File: src/rtl/handshake_transmitter.sv
// Four-phase req/ack transmitter: takes words from a valid/ready source, holds them on
// data_out and runs the full req/ack cycle; rejects all-ones words and bounds the ack wait.
module handshake_transmitter #(
    parameter int DATA_WIDTH     = 4,
    parameter int SETUP_CYCLES   = 1,
    parameter int TIMEOUT_CYCLES = 16
) (
    input  logic                  clk,
    input  logic                  reset,
    input  logic [DATA_WIDTH-1:0] send_data,
    input  logic                  send_valid,
    output logic                  send_ready,
    input  logic                  ack_in,
    output logic                  req_out,
    output logic [DATA_WIDTH-1:0] data_out,
    output logic                  busy,
    output logic                  done_pulse,
    output logic                  reject_pulse,
    output logic                  timeout_pulse
);

    localparam int CNT_MAX = (SETUP_CYCLES > TIMEOUT_CYCLES) ? SETUP_CYCLES : TIMEOUT_CYCLES;
    localparam int CNT_W   = $clog2(CNT_MAX + 1);
    localparam logic [CNT_W-1:0] SETUP_LAST = CNT_W'(SETUP_CYCLES - 1);
    localparam logic [CNT_W-1:0] TO_LAST    = CNT_W'((TIMEOUT_CYCLES > 0) ? TIMEOUT_CYCLES - 1 : 0);
    localparam bit TO_EN = (TIMEOUT_CYCLES > 0);

    typedef enum logic [1:0] {IDLE, SETUP, REQ_HIGH, WAIT_ACK_LOW} state_t;

    state_t                state, state_next;
    logic                  ack_meta, ack_sync;
    logic [CNT_W-1:0]      cnt, cnt_next;
    logic                  timed_out, timed_out_next;
    logic                  req_next, done_next, reject_next, timeout_next;
    logic [DATA_WIDTH-1:0] data_next;

    always_ff @(posedge clk or negedge reset) begin
        if (!reset) begin
            ack_meta <= 1'b0;
            ack_sync <= 1'b0;
        end else begin
            ack_meta <= ack_in;
            ack_sync <= ack_meta;
        end
    end

    // A stale-high ack (e.g. left over from before reset) keeps new transfers out.
    assign send_ready = (state == IDLE) && !ack_sync && reset;
    assign busy       = (state != IDLE);

    always_comb begin
        state_next     = state;
        cnt_next       = cnt;
        timed_out_next = timed_out;
        req_next       = req_out;
        data_next      = data_out;
        done_next      = 1'b0;
        reject_next    = 1'b0;
        timeout_next   = 1'b0;
        case (state)
            IDLE: begin
                if (send_valid && send_ready) begin
                    if (&send_data) begin
                        reject_next = 1'b1;
                    end else begin
                        data_next      = send_data;
                        cnt_next       = '0;
                        timed_out_next = 1'b0;
                        state_next     = SETUP;
                    end
                end
            end
            SETUP: begin
                if (cnt == SETUP_LAST) begin
                    req_next   = 1'b1;
                    cnt_next   = '0;
                    state_next = REQ_HIGH;
                end else begin
                    cnt_next = cnt + CNT_W'(1);
                end
            end
            REQ_HIGH: begin
                // Ack is tested first so it wins over a timeout expiring on the same edge.
                if (ack_sync) begin
                    req_next   = 1'b0;
                    state_next = WAIT_ACK_LOW;
                end else if (TO_EN && (cnt == TO_LAST)) begin
                    req_next       = 1'b0;
                    timeout_next   = 1'b1;
                    timed_out_next = 1'b1;
                    state_next     = WAIT_ACK_LOW;
                end else if (TO_EN) begin
                    cnt_next = cnt + CNT_W'(1);
                end
            end
            WAIT_ACK_LOW: begin
                if (!ack_sync) begin
                    done_next  = !timed_out;
                    state_next = IDLE;
                end
            end
            default: state_next = IDLE;
        endcase
    end

    always_ff @(posedge clk or negedge reset) begin
        if (!reset) begin
            state         <= IDLE;
            cnt           <= '0;
            timed_out     <= 1'b0;
            req_out       <= 1'b0;
            data_out      <= '0;
            done_pulse    <= 1'b0;
            reject_pulse  <= 1'b0;
            timeout_pulse <= 1'b0;
        end else begin
            state         <= state_next;
            cnt           <= cnt_next;
            timed_out     <= timed_out_next;
            req_out       <= req_next;
            data_out      <= data_next;
            done_pulse    <= done_next;
            reject_pulse  <= reject_next;
            timeout_pulse <= timeout_next;
        end
    end

endmodule

File: config.mk
export PLATFORM = sky130hd
export DESIGN_NAME = handshake_transmitter
export DESIGN_NICKNAME = d
export VERILOG_FILES = /design/src/rtl/handshake_transmitter.sv
export SDC_FILE = /design/constraint.sdc
export NUM_CORES = 1
export LEC_CHECK = 0
export CORE_UTILIZATION = 45
export DETAILED_ROUTE_END_ITERATION = 16
export PLACE_DENSITY_LB_ADDON = 0.2
export SETUP_SLACK_MARGIN = 0.2
export SYNTH_ARGS = -nofsm -noshare
export SYNTH_HDL_FRONTEND = slang
export SYNTH_SLANG_ARGS = --single-unit
File: constraint.sdc
create_clock -name clk -period 2.6 [get_ports clk]
set_input_delay 0.65 -clock clk [delete_from_list [all_inputs] [get_ports clk]]
set_output_delay 0.65 -clock clk [all_outputs]
set_load 0.03 [all_outputs]
---- Yosys cells after proc, flatten, opt, wreduce, memory -nomap -nowiden ----
Cells that the tools add are included.
word-level totals
  output and inout port bits .............. 10
  word-level logic and storage cells ...... 71
  bits in registers ....................... 18
  input bits .............................. 8
operators by class
  bitwise gates (word level) .............. 1
  add/subtract/negate cells ............... 1
  eq/ne operators ......................... 12
  multiplexer cells ....................... 30
  reductions and logical operators ........ 17
operators by type and width
  cell                   number
  $mux W5                5
  $mux W1                15
  $pmux W5 S3            1
  $reduce_and A5 Y1      3
  $mux W2                6
  $ne A2 B2 Y1 const B   6
  $pmux W2 S4            1
  $reduce_and A3 Y1      2
  $reduce_bool A2 Y1     3
  $add A5 B1 Y5 const B  1
  $eq A5 B4 Y1 const B   1
  $logic_not A5 Y1       1
  $eq A2 B2 Y1 const B   2
  $pmux W1 S2            2
  $reduce_and A4 Y1      1
  $logic_and A1 B1 Y1    3
  $ne A3 B3 Y1 const B   1
  $reduce_bool A3 Y1     1
  $eq A2 B1 Y1 const B   1
  $logic_not A1 Y1       2
  $logic_not A2 Y1       1
  $ne A2 B1 Y1 const B   1
  $not A1 Y1             1

---- Longest topological paths before layout ----
Gate-level depths: netlist (run 1).
  word-level depth ........................ 6
  depth in mapped cells ................... 8
  mapped depth without buffers ............ 7

---- Worst setup path after synthesis (run 1) ----
Ideal clock, no wire load.
  path kind ............................... reg-to-reg
  start ................................... reg cnt[0]
  end ..................................... reg cnt[0]
  cell stages (with the launch flop) ...... 9
  setup time .............................. 0.125 ns
  arrival ................................. 1.884 ns
  path slack .............................. 0.591 ns
  required time ........................... 2.475 ns
  cells stage by stage .................... dfrtp_1 ha_1 and3_2 ha_1 nand2_1 o31a_2 and2_1 clkbuf_1 mux2_2
between the ends
  word-level cells in the longest chain between the ends .. 4
RTL lines
  element                 RTL line  text
  from (decl)             32        logic [CNT_W-1:0] cnt, cnt_next;
  from (signal assigned)  118       cnt <= cnt_next;
  $add A5 B1 Y5           79, 93
  $mux W5                 87        end else if (TO_EN && (cnt == TO_LAST)) begin
  $mux W5                 84        if (ack_sync) begin
  $pmux W5 S3             60        case (state)
Parallel ways exist; a longest one is shown, timed or not. The select of a mux whose other input is x is not followed.
A chain may end at the register's enable or synchronous reset.

---- Final worst setup path (run 1) ----
  start ................................... reg state[0]
  end ..................................... out busy
between the ends
  word-level cells in the longest chain between the ends .. 1
RTL lines
  element                 RTL line  text
  from (decl)             30        state_t state, state_next;
  from (signal assigned)  117       state <= state_next;
  $reduce_bool A2 Y1      49        assign busy = (state != IDLE);
  to (decl)               16        output logic busy,
Every way passes these cells.

==> results of run 1 <==
==> area by class of cell <==
type,count,area (µm²)
fillers,169,776
multi-input cells,55,475
flip-flops and latches,18,450
repair buffers,21,196
clock buffers,4,36.3
inverters,9,33.8
well taps,27,33.8
==> synthesized netlist by cell type (2+ instances only) <==
cell type / instances / area (µm²)
nor3b_1: 4 / 30.0
a21oi_1: 2 / 10.0
ha_1: 8 / 100
and2_1: 2 / 12.5
and3_2: 2 / 15.0
a22o_1: 2 / 17.5
nor2_1: 6 / 22.5
o22a_1: 4 / 35.0
inv_1: 9 / 33.8
o211ai_1: 2 / 15.0
nand2_1: 4 / 15.0
mux2_2: 4 / 45.0
dfrtp_1: 18 / 450
==> where the power goes <==
group	switching [W]	internal, W
combinational	0.000405	0.000327
clock	0.0000863	0.0000853
sequential	0.0000492	0.000352
==> path summary, 6_finish.rpt <==
path	start	end	slack [ns]	cells past startpoint
worst max-delay path	state[0]	busy	0.31	4
worst min-delay path	ack_meta	ack_sync	0.38	0
worst max register to register	cnt[0]	cnt[0]	0.49	7
worst min register to register	ack_meta	ack_sync	0.38	0
max in group asynchronous	reset	cnt[1]	1.71	2
min in group asynchronous	reset	reject_pulse	0.76	2
==> critical path, delay by kind of cell (launching register included) <==
family                   cells  cell delay, ns
adder cells (fa/ha/maj)      1            0.31
buffers and inverters        3            0.61
flip-flops                   1            0.42
==> placed cells by master (no fill, tap or decap), drive strengths merged <==
master,count
and3,3
o211ai,3
and4,1
a21oi,2
buf,5
o31a,1
o31ai,1
clkdlybuf4s50,15
nor3b,4
and2,2
o211a,1
o22ai,1
inv,9
nand4b,1
dlygate4sd2,1
o22a,4
a22o,2
mux2,4
mux2i,1
or4b,1
nand4,1
nand3,1
nand2,4
ha,8
nor2,6
a41o,1
dfrtp,18
a31oi,1
clkbuf,4
nor3,1
==> routing by layer <==
metal	GRT usage, %	routed length, µm	up-vias
li1	-	-	348
met1	22.4	858	344
met2	28.9	877	16
met3	5.66	78	0
met4	1.47	0	0
met5	0	0	-
==> registers in the layout, indices dropped and copies added, names as in the netlist <==
register	count
done_pulse	1
timed_out	1
ack_sync	1
timeout_pulse	1
cnt	5
ack_meta	1
req_out	1
state	2
data_out	4
reject_pulse	1
==> through the flow <==
step	utilization, %	instances
after floorplan	-	85
after global placement	59.5	130
after detailed placement	59.5	130
after CTS	61.3	134
after global routing	61.3	134
final	61.3	134
==> logic make-up (layout without fill, tap and decap cells) <==
group / after synthesis / in the layout / share of synthesized area, %
and+or+nand+nor: 25 / 25 / 16.8
muxes: 5 / 5 / 5.66
AOI/OAI and AO/OA: 17 / 17 / 16.1
adders and majority gates: 8 / 8 / 10.3
DFF: 18 / 18 / 46.3
buffers and inverters: 12 / 34 / 4.88
==> impl_metrics.py, run 1 <==
metrics = {
    "logic_synthesis": {
        "synth_edf_count": 0,
        "synth-seq-area-share_pct": 46.3,
        "synth_cells": 85,
        "syn_avg_cell_area_um2": 11.5,
        "ys.flop_type": "dfrtp_1",
        "yosysUniqueCellTypes": 31,
        "netlist_area_um2": 973,
        "synth-seq-cells": 18,
        "async_flop_share_pct": 100,
        "ys_warn_count": 0,
        "syn-num-nets": 101,
    },
    "grt": {
        "globalRouteOverflowTotal": 0,
        "antenna_found_initial": 0,
        "grt_max_degree": 11,
        "grt_pass1_vias": 666,
        "grt_first_pass_wirelength_um": 3110,
        "grt_usage_pct": 17.2,
    },
    "cts": {
        "numClockSinks": 18,
        "cts_setup_buffers": 0,
        "clockBufferDepth": 2,
        "insertion_delay_ns": 0.29,
        "clkTransAtPathRegs_ns": 0.10,
        "cts_buffers": 3,
        "cts_tree": "yes",
        "root_buffer": "clkbuf_4",
        "cts-hold-fix-buffers": 0,
        "cts_max_level": 1,
        "cts-resized-gates": 1,
    },
    "cells_and_area": {
        "finalInstanceArea_mm2": 0.00123,
        "synthToLayoutAreaGrowth_pct": 26.0,
        "post_route_cells_drive_above_1_share_pct": 19.6,
        "n_antenna_cell": 0,
        "nNetsFinal": 124,
    },
    "timing": {
        "rsz0062_at_grt": "no",
        "setup-tns-final_ns": 0,
        "timing.hold.ws_ns": 0.377,
        "fmaxAchievable_ghz": 0.437,
        "fin_crit_sh_pct": 87.9,
        "slew_viol_final": 0,
        "relSlewSlack_pct": 78.4,
        "fin_ws_ns": 0.314,
        "setup_viol": 0,
        "hold_viol": 0,
        "period_minus_slack_ns": 2.29,
        "finClkSkew_ns": 0.00492,
        "worst_pin_slew_ns": 0.323,
    },
    "route": {
        "drt_wl_total_um": 1820,
        "first_pass_iters": 4,
        "route.detailed.drc": 0,
        "antenna_left": 0,
        "vias": 708,
        "drt_iter0_drc": 11,
        "vias_per_cell": 5.28,
        "routedWlPerCell_um": 13.5,
    },
    "die": {
        "rows": 16,
        "start_util_pct": 48.6,
        "die_y_um": 48.5,
        "dieArea_mm2": 0.00235,
        "ios": 18,
        "core-area_mm2": 0.00200,
        "die_w_um": 48.5,
    },
    "critical_path": {
        "critPathRequiredTime_ns": 1.95,
        "slowest_delay_ns": 0.42,
        "crit_type": "reg2out",
        "crit_top_cell": "inv_1",
        "crit_arrival_ns": 1.64,
        "cp-start-kind": "flop",
        "cpMaxStageDelayCell": "dfrtp_1",
        "crit_fanout": 5,
        "path_cells": "inv_1 -> ha_1 -> inv_1 -> dlygate4sd2_1",
        "end_kind": "output port",
    },
    "place": {
        "io_buffers": 17,
        "place.detailed.hpwl_um": 1430,
        "gp_congestion": 0.778,
        "dp_slack_ns": 0.305,
        "postPlaceCellArea_mm2": 0.00119,
    },
    "run_status": {
        "outcome": "finished, final reports clean",
    },
    "pwr": {
        "power_w": 0.00131,
        "power_leakage_nw": 0.583,
        "power_density_mw_per_mm2": 1060,
        "worst_ir_drop_vdd_uv": 452,
    },
    "worst_hold_path": {
        "hold_path.class": "reg2reg",
    },
    "run": {
        "cap_violations": 0,
    },
}
No activity file was read; power rests on OpenSTA's default activity.
==> inputs of run 2 (changes only) <==
--- a/config.mk
+++ b/config.mk
@@ -6,7 +6,9 @@
 export NUM_CORES = 1
 export LEC_CHECK = 0
 export CORE_UTILIZATION = 45
+export CTS_CLUSTER_DIAMETER = 30
 export DETAILED_ROUTE_END_ITERATION = 16
+export HOLD_SLACK_MARGIN = 0.12
 export PLACE_DENSITY_LB_ADDON = 0.2
 export SETUP_SLACK_MARGIN = 0.2
 export SYNTH_ARGS = -nofsm -noshare
==> results of run 2 <==
The final DEF is identical to that of run 1; final timing and power are the same.
